### config.mk
export PLATFORM = sky130hd
export DESIGN_NAME = dds_wave_gen_flat
export DESIGN_NICKNAME = d
export VERILOG_FILES = /design/src/rtl/dds_wave_gen_if.sv /design/src/rtl/dds_wave_gen.sv /design/src/flat_wrapper.sv
export SDC_FILE = /design/constraint.sdc
export NUM_CORES = 1
export LEC_CHECK = 0
export ABC_CLOCK_PERIOD_IN_PS = 6200
export CAP_MARGIN = 10
export CORE_MARGIN = 3
export CORE_UTILIZATION = 64
export CTS_CLUSTER_SIZE = 20
export DETAILED_ROUTE_END_ITERATION = 8
export GPL_TIMING_DRIVEN = 0
export PLACE_DENSITY = 0.86
export SLEW_MARGIN = 10
export SYNTH_ARGS = -nofsm -noshare
export SYNTH_HDL_FRONTEND = slang
export SYNTH_SLANG_ARGS = --single-unit
### constraint.sdc
create_clock -name sys_clk -period 6.2 [get_ports sys_clk]
set_clock_uncertainty 0.05 [all_clocks]
set_input_delay 1.24 -clock sys_clk [delete_from_list [all_inputs] [get_ports sys_clk]]
set_output_delay 1.24 -clock sys_clk [all_outputs]
set_load 0.01 [all_outputs]
### src/rtl/dds_wave_gen_if.sv
// Control/DAC bundle for dds_wave_gen; there is no ready path, en=0 freezes the core.
// sync_pulse is present only when DDS_SYNC_PULSE_EN is defined.
interface dds_wave_gen_if #(parameter int DATA_W = 8);
  logic              en;
  logic [1:0]        switch;
  logic [11:0]       freq_word;
  logic [DATA_W-1:0] dac_data;
  logic              dac_valid;
`ifdef DDS_SYNC_PULSE_EN
  logic              sync_pulse;
  modport master (output en, switch, freq_word, input dac_data, dac_valid, sync_pulse);
  modport slave  (input en, switch, freq_word, output dac_data, dac_valid, sync_pulse);
`else
  modport master (output en, switch, freq_word, input dac_data, dac_valid);
  modport slave  (input en, switch, freq_word, output dac_data, dac_valid);
`endif
endinterface

### src/rtl/dds_wave_gen.sv
// Phase-accumulator DDS: sine/square/triangle/saw; acc reaches dac_data 2 enabled edges later; en=0 holds all state.
// Optional DDS_SYNC_PULSE_EN adds sync_pulse, high on the first sample after each phase wrap.
module dds_wave_gen #(
  parameter int ACC_W  = 16,
  parameter int PH_W   = 8,
  parameter int DATA_W = 8
) (
  input  logic          sys_clk,
  input  logic          sys_rst_n,
  dds_wave_gen_if.slave ctl
);

  // First quarter of the sine, sampled at half-step offsets so the quadrants mirror exactly.
  localparam logic [7:0] SINE_Q [0:63] = '{
    8'd129, 8'd132, 8'd135, 8'd138, 8'd142, 8'd145, 8'd148, 8'd151,
    8'd154, 8'd157, 8'd160, 8'd163, 8'd166, 8'd169, 8'd172, 8'd175,
    8'd178, 8'd181, 8'd183, 8'd186, 8'd189, 8'd192, 8'd194, 8'd197,
    8'd200, 8'd202, 8'd205, 8'd207, 8'd210, 8'd212, 8'd214, 8'd217,
    8'd219, 8'd221, 8'd223, 8'd225, 8'd227, 8'd229, 8'd231, 8'd233,
    8'd234, 8'd236, 8'd238, 8'd239, 8'd241, 8'd242, 8'd243, 8'd245,
    8'd246, 8'd247, 8'd248, 8'd249, 8'd250, 8'd251, 8'd252, 8'd252,
    8'd253, 8'd253, 8'd254, 8'd254, 8'd255, 8'd255, 8'd255, 8'd255
  };

  logic [ACC_W-1:0]  acc;
  logic [ACC_W:0]    sum;
  logic [1:0]        wave_sel;
  logic [1:0]        sel_b;
  logic [PH_W-1:0]   p;
  logic              vld_b;
  logic [DATA_W-1:0] dac_data_q;
  logic              dac_valid_q;
  logic [5:0]        k;
  logic [7:0]        rom_v;
  logic [7:0]        tri_v;
  logic [7:0]        wave;
`ifdef DDS_SYNC_PULSE_EN
  logic              wrap_a;
  logic              wrap_b;
  logic              sync_q;
`endif

  assign sum = (ACC_W+1)'(acc) + (ACC_W+1)'(ctl.freq_word);

  // Quadrants 1 and 3 read the ROM backwards (~k == 63-k); the lower half is 255-x == ~x.
  always_comb begin
    k     = p[5:0];
    rom_v = p[6] ? SINE_Q[~k] : SINE_Q[k];
    tri_v = {p[6:0], 1'b0};
    wave  = '0;
    case (sel_b)
      2'b00:   wave = p[7] ? ~rom_v : rom_v;
      2'b01:   wave = p[7] ? 8'd0 : 8'hFF;
      2'b10:   wave = p[7] ? ~tri_v : tri_v;
      default: wave = p[7:0];
    endcase
  end

  always_ff @(posedge sys_clk or negedge sys_rst_n) begin
    if (!sys_rst_n) begin
      acc         <= '0;
      wave_sel    <= '0;
      p           <= '0;
      sel_b       <= '0;
      vld_b       <= 1'b0;
      dac_data_q  <= '0;
      dac_valid_q <= 1'b0;
`ifdef DDS_SYNC_PULSE_EN
      wrap_a      <= 1'b0;
      wrap_b      <= 1'b0;
      sync_q      <= 1'b0;
`endif
    end else if (ctl.en) begin
      acc <= sum[ACC_W-1:0];
      // A zero tuning word never wraps, so the request is taken immediately.
      if (sum[ACC_W] || (ctl.freq_word == '0))
        wave_sel <= ctl.switch;
      p           <= acc[ACC_W-1 -: PH_W];
      sel_b       <= wave_sel;
      vld_b       <= 1'b1;
      dac_data_q  <= DATA_W'(wave);
      dac_valid_q <= vld_b;
`ifdef DDS_SYNC_PULSE_EN
      wrap_a      <= sum[ACC_W];
      wrap_b      <= wrap_a;
      sync_q      <= wrap_b;
`endif
    end
  end

  assign ctl.dac_data  = dac_data_q;
  assign ctl.dac_valid = dac_valid_q;
`ifdef DDS_SYNC_PULSE_EN
  assign ctl.sync_pulse = sync_q & ctl.en;
`endif

endmodule

### src/flat_wrapper.sv
// flat-port wrapper written by rule: the top's interface ports become plain ports
module dds_wave_gen_flat 
#(
  parameter int ACC_W  = 16,
  parameter int PH_W   = 8,
  parameter int DATA_W = 8
)
  (sys_clk, sys_rst_n, ctl_en, ctl_switch, ctl_freq_word, ctl_dac_data, ctl_dac_valid);
  dds_wave_gen_if #(.DATA_W(DATA_W)) ctl_i ();
  input  logic sys_clk;
  input  logic sys_rst_n;
  input wire logic [$bits(ctl_i.en)-1:0] ctl_en;
  input wire logic [$bits(ctl_i.switch)-1:0] ctl_switch;
  input wire logic [$bits(ctl_i.freq_word)-1:0] ctl_freq_word;
  output wire logic [$bits(ctl_i.dac_data)-1:0] ctl_dac_data;
  output wire logic [$bits(ctl_i.dac_valid)-1:0] ctl_dac_valid;
  assign ctl_i.en = ctl_en;
  assign ctl_i.switch = ctl_switch;
  assign ctl_i.freq_word = ctl_freq_word;
  assign ctl_dac_data = ctl_i.dac_data;
  assign ctl_dac_valid = ctl_i.dac_valid;
  dds_wave_gen #(.ACC_W(ACC_W), .PH_W(PH_W), .DATA_W(DATA_W)) u_core (.sys_clk(sys_clk), .sys_rst_n(sys_rst_n), .ctl(ctl_i));
endmodule
[Yosys cells after proc, flatten, opt, wreduce, memory -nomap -nowiden]
Memories as Yosys holds them, arrays and structs flattened.
Index checks and enable logic that the tools add are counted.
Cells by class
  add/sub/neg operators: 1
  order comparisons: 2
  equality and inequality tests: 2
  muxes and demuxes: 9
  bitwise operators: 5
  reduce and logical (&&, ||, !) cells: 4
Operators with widths (number)
  $mux W8: 8
  $pmux W8 S3: 1
  $add A16 B12 Y17: 1
  $not A8 Y8: 2
  $ge A7 B7 Y1 const B: 2
  $not A6 Y7: 2
  $logic_not A12 Y1: 1
  $not A6 Y6: 1
  $eq A2 B1 Y1 const B: 1
  $eq A2 B2 Y1 const B: 1
  $logic_not A2 Y1: 1
  $reduce_and A2 Y1: 1
  $logic_or A1 B1 Y1: 1
Word-level totals
  flip-flop bits (word level): 38
  bits in read-only memories: 1024
  input bits: 17
  output and inout port bits: 9
  word-level logic and storage cells: 32
  memories: 2
Memories
  (name not given): depth 64, width 8, rd ports 1, clocked after memory_dff 0, wr ports 0, line dds_wave_gen.sv:48  | rom_v = p[6] ? SINE_Q[~k] : SINE_Q[k];
  (name not given): depth 64, width 8, rd ports 1, clocked after memory_dff 0, wr ports 0, line dds_wave_gen.sv:48

[Depth between registers and ports, before layout]
Gate-level depths: netlist (run 1).
  word-level depth: 9
  gate-level depth with buffers: 11
  depth with buffers taken out: 9

[Least setup slack after synthesis (run 1)]
No wires, ideal clock.
  path type: input to register
  from: in ctl_freq_word[0]
  to: reg u_core.acc[12]
  library setup time: 0.125 ns
  arrival time: 3.080 ns
  required time: 6.025 ns
  slack: 2.945 ns
  stages: 9
  buffers on the path: 0
  path through: ha_1 > fa_1 > a21oi_1 > o21bai_1 > a21oi_1 > o211ai_1 > a211oi_1 > nor2_1 > xor2_1
Between the ends
  cells in the longest elaborated chain, start to end: 1
RTL lines
  start: declaration: line flat_wrapper.sv:14  | input wire logic [$bits(ctl_i.freq_word)-1:0] ctl_freq_word;
  $add A16 B12 Y17: line dds_wave_gen.sv:43  | assign sum = (ACC_W+1)'(acc) + (ACC_W+1)'(ctl.freq_word);
  end signal: assignment: line dds_wave_gen.sv:74  | acc <= sum[ACC_W-1:0];
  end: declaration: line dds_wave_gen.sv:25  | logic [ACC_W-1:0] acc;
No other way between the ends.
A chain may end at the register's enable or synchronous reset.

[Worst setup path after layout (run 1)]
  from: in ctl_freq_word[0]
  to: reg u_core.acc[14]
Same word-level chain as after synthesis.

==> results of run 1 <==
-- final cells by class --
class | count | area share [%]
inverters | 18 | 1.73
clock buffers | 5 | 1.76
flip-flops and latches | 38 | 24.3
repair buffers | 26 | 6.77
plain buffers | 29 | 3.80
clock inverters | 3 | 1.76
multi-input cells | 319 | 57.7
well taps | 70 | 2.24
-- power groups by stage --
stage	sequential [mW]	combinational, mW	clock [mW]
floorplan	0.424	0.967	0
global placement	0.428	1.25	0
detailed placement	0.437	1.29	0
CTS	0.434	1.30	0.258
global route	0.451	1.46	0.269
finish	0.436	1.34	0.256
-- metrics by stage --
stage	hold slack (ps)	setup WS, ps	utilization [%]	power [mW]	std cells
6_report	415	2310	76.2	2.03	508
4_1_cts	418	2330	76.2	1.99	508
3_5_place_dp	395	2060	73.5	1.73	500
5_1_grt	454	2120	76.2	2.18	508
3_3_place_gp	396	2170	73.2	1.68	499
2_1_floorplan	381	2940	-	1.39	404
-- synthesized netlist by cell type (all sizes together), types with 2 or more instances --
cell type	n
a211o	3
a211oi	10
a21o	7
a21oi	20
a221oi	2
a22oi	4
a311o	2
a311oi	3
a31oi	7
a41oi	3
and2	4
and3	4
buf	18
clkbuf	11
dfrtp	38
ha	24
inv	17
mux2	14
mux2i	8
nand2	29
nand2b	4
nand3	8
nand4	2
nor2	25
nor2b	10
nor3	10
nor3b	2
nor4	5
o2111ai	2
o211ai	5
o21a	3
o21ai	44
o21bai	3
o221ai	3
o311ai	6
o31a	2
or2	2
or3	2
xnor2	15
xor2	8
-- metal layers --
layer	global-route usage, %	wire length (microns)	up-vias
met2	55.2	4700	170
met4	13.7	327	0
met5	0	0	-
met3	4.20	598	38
li1	-	-	1553
met1	41.8	3990	1599
-- critical path, cell delays in order --
cell and delay [ps]:
clkdlybuf4s50_1 420, ha_1 240, fa_1 410, a21oi_1 180
o21bai_1 130, a21oi_1 260, o211ai_1 160, a211oi_1 660
nor2_1 140, xor2_1 180
-- final timing paths --
path / startpoint / end / slack [ps] / cells after the start
min in group asynchronous: sys_rst_n / u_core.ctl.dac_data[4] / 690 / 1
max in group asynchronous: sys_rst_n / u_core.p[4] / 5000 / 2
worst min-delay path: u_core.vld_b / u_core.vld_b / 410 / 1
worst min register to register: u_core.vld_b / u_core.vld_b / 410 / 1
worst max register to register: u_core.p[1] / u_core.ctl.dac_data[0] / 3130 / 11
worst max-delay path: ctl_freq_word[0] / u_core.acc[14] / 2310 / 10
-- cells by family (layout without fill, tap and decap cells) --
logic type                 after synthesis  after routing  synth area share [%]
AOI/OAI and AO/OA                      137            137                  27.0
and+or+nand+nor                        111            111                  15.9
buffers and inverters                   47             81                  6.32
DFF                                     38             38                  27.8
adders and majority gates               25             25                  9.35
xor gates and xnor gates                23             23                  6.10
muxes                                   23             23                  7.60
-- sequential cells by signal, indices dropped and copies added (netlist names) --
signal and cells:
u_core.wave_sel 2, u_core.sel_b 2, u_core.ctl.dac_data 8, u_core.acc 16, u_core.ctl.dac_valid 1, u_core.vld_b 1
u_core.p 8
==> impl_metrics.ini, run 1 <==
[power_and_ir_drop]
p_int_mw = 1.08
combPwrFrac_pct = 65.9
netSwitchingFraction_pct = 46.7
clkPwrFrac_pct = 12.6
leakagePower_nw = 1.62
seqPwrFrac_pct = 21.5
p_per_area_mw_per_mm2 = 518
switchingPower_mw = 0.948
irDropWorstVdd_mv = 0.317

[cts]
cts_setup_buffers = 0
clk_latency_ps = 300
ctsLongestPathBuffers = 2
clkTransAtPathRegs_ps = 80
tritoncts = yes
cts.sinks = 38
htreeDepth = 2
cts-root-buf = clkbuf_8
hold_buffers = 0
cts_resized = 0
cts_buffers = 5

[global_routing]
grt-ovfl-total = 0
antenna_found_initial = 0
grt_max_degree = 36
grt_pass1_wl_microns = 16200
grt_usage_pct = 32.6
grt_pass1_vias = 3372

[place]
dpl.hpwl_microns = 6880
io_buffers = 25
placed_area_sq_mm = 0.00378
finalWeightedCongestion = 0.976

[cells_and_area]
area_growth_pct = 14.3
mostFrequentLayoutCells = 41 x o21ai_0, 38 x dfrtp_1, 29 x nand2_1
seq_area_sq_um = 951
final_common_cell = o21ai_0
layout.nets = 479
fin_area_sq_mm = 0.00392
drive_gt1_share_pct = 10.7
antenna_cells = 0
multi_input_area_sq_mm = 0.00226
num-fill-cells = 418

[detailed_routing]
drt_iter0_drc = 413
first_pass_iters = 6
ant_nets = 0
vias = 3360
vias_per_cell = 6.61
drt_wl_total_microns = 9610
drc = 0
wire_per_inst_microns = 18.9

[timing]
finalCritPeriodShare_pct = 62.7
max_slew_margin_pct = 49.1
period_minus_slack_ps = 3890
setup_tns_ps = 0
fmax_ghz = 0.257
setup_violations = 0
finalMaxSlewViolations = 0
hold_violations = 0
rsz0062_at_grt = false
worstMarginPinSlew_ps = 758

[yosys]
syn_area_sq_mm = 0.00343
synth_nets = 446
netlist_instances = 404
synth_ff_type = dfrtp_1
yosys.area.top_type = dfrtp_1
synth_area_leaders = dfrtp_1 28%, ha_1 8.8%, o21ai_0 6.0%, mux2_2 4.3%, xnor2_1 3.8%
ys_seq_area_share_pct = 27.8
yosys_register_bits = 38
synth_top_cell_area_share_pct = 27.8
synth_edf_count = 0
async_flop_share_pct = 100
synth_area_per_cell_sq_um = 8.48
synth.distinct_cells = 65
ys_warn_count = 0

[floorplanning]
die_w_microns = 79.2
core_sq_mm = 0.00514
die_height_microns = 79.2
placementRows = 26
start_util_pct = 66.7
io_pins = 26
die_area_sq_mm = 0.00627

[setup_path]
cp.arrival_ps = 4010
worstSetupEndpointType = flip-flop
cp_max_fo = 6
crit_required_ps = 6330
startpoint_type = primary input
worstSetupPathType = primary input to flip-flop

[hold_path]
hp-class = flip-flop to flip-flop

[run]
maxCapViolations = 0

[run_status]
status = completed
No activity file was read; power rests on OpenSTA's default activity.
==> inputs of run 2 (changes only) <==
Settings changed: ABC_CLOCK_PERIOD_IN_PS 6200 to 3200, CORE_UTILIZATION 64 to 54, PLACE_DENSITY 0.86 to 0.77.
Clock period 6.2 ns to 3.2 ns, I/O delays scaled along.
==> impl_metrics.ini, run 2 (synthesis gave the netlist of run 1 again) <==
[detailed_routing]
drt_iter0_drc = 247
drc = 0
first_pass_iters = 5
vias_per_cell = 6.51
wire_per_inst_microns = 19.1
ant_nets = 0
vias = 3359
drt_wl_total_microns = 9860

[timing]
max_slew_margin_pct = 58.9
setup_tns_ps = 0
worstMarginPinSlew_ps = 617
finalMaxSlewViolations = 0
period_minus_slack_ps = 3010
rsz0062_at_grt = false
hold_violations = 0
fmax_ghz = 0.332
finalCritPeriodShare_pct = 94.2
setup_violations = 0
holdWs_ps = 195

[setup_path]
worstSetupPathType = flip-flop to flip-flop
cp_num_buf_inv = 3
cp_slowest_cell = dfrtp_1
cpLargestDelayFamily = compound AO/OA/AOI/OAI gates
rr_endpoint = u_core.ctl.dac_data[2]
r2r_slack_ps = 190
crit_chain = buf_2 -> clkinvlp_4 -> ha_1 -> buf_2 -> a21o_1 -> o311ai_1 -> a21oi_1 -> a32oi_1 -> mux2_1 -> a22o_1
cp_max_fo = 10
critPathCapture = u_core.ctl.dac_data[2]
crit_path_frequent_cell = buf_2
r2r_start = u_core.p[1]
worstSetupPathDepth = 10
startpoint = u_core.p[1]
reg2regPathDepth = 10
worstSetupEndpointType = flip-flop
cp.arrival_ps = 3150
slowest_delay_ps = 440
crit_required_ps = 3330
startpoint_type = flip-flop

[global_routing]
grt.met3_usage_pct = 3.17
grt.busiest_layer = met2
grtUsageMet2_pct = 45.5
grt_usage_pct = 27.9
grt_max_degree = 25
grt-ovfl-total = 0
use_met1_pct = 37.2
grt_pass1_vias = 3265
grt_pass1_wl_microns = 16400
antenna_found_initial = 0

[cells_and_area]
post-route-util_pct = 65.2
drive_gt1_share_pct = 11.6
layout.nets = 482
largest_reg_flops = 16
regMostFlops = u_core.acc
area_growth_pct = 14.6
antenna_cells = 0
mostFrequentLayoutCells = 41 x o21ai_0, 38 x dfrtp_1, 29 x nand2_1
final_common_cell = o21ai_0

[place]
finalWeightedCongestion = 0.975
io_buffers = 25
dpl.hpwl_microns = 7320

[cts]
hold_buffers = 0
clk_latency_ps = 300
htreeDepth = 2
cts_buffers = 5
ctsLongestPathBuffers = 2
cts.sinks = 38
tritoncts = yes
clkTransAtPathRegs_ps = 80
cts-root-buf = clkbuf_8

[floorplanning]
die_w_microns = 85.7
placementRows = 28
core_sq_mm = 0.00603
die_height_microns = 85.7
start_util_pct = 56.9
io_pins = 26
die_area_sq_mm = 0.00734

[run]
maxCapViolations = 0

[power_and_ir_drop]
p_per_area_mw_per_mm2 = 990
irDropWorstVdd_mv = 0.612
finalPower_mw = 3.89
leakagePower_nw = 1.62

[run_status]
status = completed

[hold_path]
hp-class = primary input to async pin
## run 2: cell count changes in the layout (fill, tap and decap cells not counted)
cell,previous run,this run
a211oi_1,9,8
a211oi_2,1,2
buf_4,3,6
bufinv_16,2,1
clkbuf_1,11,12
clkinv_4,1,0
clkinvlp_4,0,2
inv_1,17,16
## run 2: how the worst min path moves through the flow
stage,depth (start not counted),to,from,slack (ps)
final,1,u_core.p[1],sys_rst_n,190
after CTS,1,u_core.acc[2],sys_rst_n,200
after global placement,1,u_core.vld_b,u_core.vld_b,390
after detailed placement,1,u_core.vld_b,u_core.vld_b,400
after global routing,1,u_core.acc[2],sys_rst_n,210
after floorplan,0,u_core.acc[0],sys_rst_n,290
## run 2: what timing repair did
| action | 4_1_cts | 5_1_grt |
|---|---|---|
| resized for setup | 0 | 2 |
| setup buffers | 0 | 3 |
| setup endpoints to repair | 0 | 5 |
## run 2: report_power, final
| part | switching, mW | total [mW] | internal, mW |
|---|---|---|---|
| Sequential | 0.166 | 0.841 | 0.675 |
| Combinational | 1.50 | 2.63 | 1.13 |
| Clock | 0.180 | 0.413 | 0.233 |
## run 2: cell type report
class | count | area, sq um
flip-flops and latches | 38 | 951
clock inverters | 2 | 37.5
multi-input cells | 319 | 2260
repair buffers | 29 | 288
fillers | 542 | 2100
plain buffers | 29 | 149
clock buffers | 6 | 72.6
inverters | 18 | 71.3
well taps | 75 | 93.8
## run 2: routing by layer
layer	routed length (microns)	part of all wire (%)
met1	4210	43
met4	379	3.8
met3	590	6.0
met5	0	0
met2	4680	47
## run 2: worst reg2reg max path, stage by stage, from the launching register on
cell        delay (ps)
dfrtp_1            440
buf_2              310
clkinvlp_4         200
ha_1               290
buf_2              190
a21o_1             200
o311ai_1           280
a21oi_1            140
a32oi_1            260
mux2_1             350
a22o_1             190
## run 2: metrics by stage
step | cells | setup slack, ps | area (sq um)
finish | 516 | 187 | 3930
global route | 516 | 35.6 | 3930
CTS | 513 | 1.50 | 3890
detailed placement | 505 | -296 | 3780
global placement | 504 | -244 | 3770
floorplan | 404 | 545 | 3430
==> inputs of run 3 (changes only) <==
Settings changed: PLACE_DENSITY 0.77 to not set, PLACE_DENSITY_LB_ADDON set to 0.08, SKIP_LAST_GASP set to 1.
==> impl_metrics.ini, run 3 (synthesis gave the netlist of run 1 again) <==
[run_status]
status = completed

[global_routing]
grt.met3_usage_pct = 4.03
grt_pass1_vias = 3263
grt_pass1_wl_microns = 15500
grt-ovfl-total = 0
grtUsageMet2_pct = 42.4
grt_usage_pct = 25.9
grt_max_degree = 37
grt.busiest_layer = met2
use_met1_pct = 33.3
antenna_found_initial = 0

[timing]
rsz0062_at_grt = false
finalCritPeriodShare_pct = 94.5
max_slew_margin_pct = 59.2
fmax_ghz = 0.331
holdWs_ps = 87.2
hold_violations = 0
finalMaxSlewViolations = 0
worstMarginPinSlew_ps = 612
period_minus_slack_ps = 3020
setup_violations = 0

[place]
io_buffers = 25
dp_cells = 505
finalWeightedCongestion = 1.01
dpl.hpwl_microns = 6660

[cts]
ctsLongestPathBuffers = 2
htreeDepth = 2
hold_buffers = 0
cts_buffers = 5
cts_setup_buffers = 0
cts_resized = 0
clk_latency_ps = 290
cts.sinks = 38
clkTransAtPathRegs_ps = 80
cts-root-buf = clkbuf_8
tritoncts = yes

[detailed_routing]
drt_iter0_drc = 279
vias_per_cell = 6.54
drt_wl_total_microns = 9140
vias = 3357
ant_nets = 0
first_pass_iters = 5
wire_per_inst_microns = 17.8
drc = 0

[setup_path]
cp_max_fo = 10
worstSetupEndpointType = flip-flop
cp.arrival_ps = 3150
r2r_slack_ps = 180
crit_required_ps = 3330
worstSetupPathType = flip-flop to flip-flop
startpoint_type = flip-flop

[run]
maxCapViolations = 0

[cells_and_area]
regMostFlops = u_core.acc
layout.nets = 479
antenna_cells = 0
largest_reg_flops = 16
fin_cells = 513
area_growth_pct = 14.9
mostFrequentLayoutCells = 41 x o21ai_0, 37 x dfrtp_1, 29 x nand2_1
drive_gt1_share_pct = 11.6
final_common_cell = o21ai_0

[power_and_ir_drop]
p_per_area_mw_per_mm2 = 991
finalPower_mw = 3.90
irDropWorstVdd_mv = 0.494
leakagePower_nw = 1.62

[floorplanning]
core_sq_mm = 0.00603
die_w_microns = 85.7
start_util_pct = 56.9
die_height_microns = 85.7
die_area_sq_mm = 0.00734
placementRows = 28
io_pins = 26

[hold_path]
hp-class = primary input to async pin
-- run 3: cell types whose count changed in the layout (fill, tap and decap cells not counted), sizes merged --
cell / change
buf: -4
bufinv: +1
clkinv: +1
clkinvlp: -1
-- run 3: worst paths after layout --
path,start,endpoint,depth (start not counted)
worst max-delay path,u_core.p[1],u_core.ctl.dac_data[0],11
worst min-delay path,sys_rst_n,u_core.ctl.dac_data[2],1
worst max register to register,u_core.p[1],u_core.ctl.dac_data[0],11
worst min register to register,u_core.acc[12],u_core.acc[12],1
max in group asynchronous,sys_rst_n,u_core.p[1],2
min in group sys_clk,u_core.acc[12],u_core.acc[12],1
-- run 3: area by class of cell --
| type | count | area [sq um] |
|---|---|---|
| clock buffer | 5 | 68.8 |
| timing repair buffer | 26 | 265 |
| inverter | 18 | 71.3 |
| clock inverter | 3 | 68.8 |
| buffer | 29 | 151 |
| fill | 515 | 2090 |
| multi-input combinational | 319 | 2270 |
| sequential | 38 | 952 |
| tap | 75 | 93.8 |
-- run 3: routing by layer --
metal	vias to the layer above	share of wire, %
met3	25	7.1
met2	175	47
li1	1552	-
met1	1605	43
met4	0	3.0
met5	-	0
-- run 3: critical path, stage by stage, from the launching register on --
cell and delay (ps):
dfrtp_2 430, clkbuf_4 270, clkinvlp_4 240, ha_2 370
buf_2 230, xor2_2 120, and2_1 170, o21ai_1 140
a31oi_1 130, a221oi_2 380, mux2i_1 120, mux2_2 270
-- run 3: stage by stage --
step | setup slack, ps | area, sq um | util (%) | TNS, ps
finish | 176 | 3940 | 65.3 | 0
global placement | -242 | 3770 | 62.6 | -847
floorplan | 545 | 3430 | - | 0
CTS | 61.7 | 3920 | 65.1 | 0
detailed placement | -257 | 3780 | 62.8 | -933
global route | 13.6 | 3940 | 65.3 | 0
-- run 3: report_power, final --
| group | internal (mW) | total (mW) | switching, mW |
|---|---|---|---|
| clock | 0.313 | 0.499 | 0.186 |
| sequential | 0.676 | 0.833 | 0.157 |
| combinational | 1.11 | 2.57 | 1.46 |
| total | 2.10 | 3.90 | 1.80 |
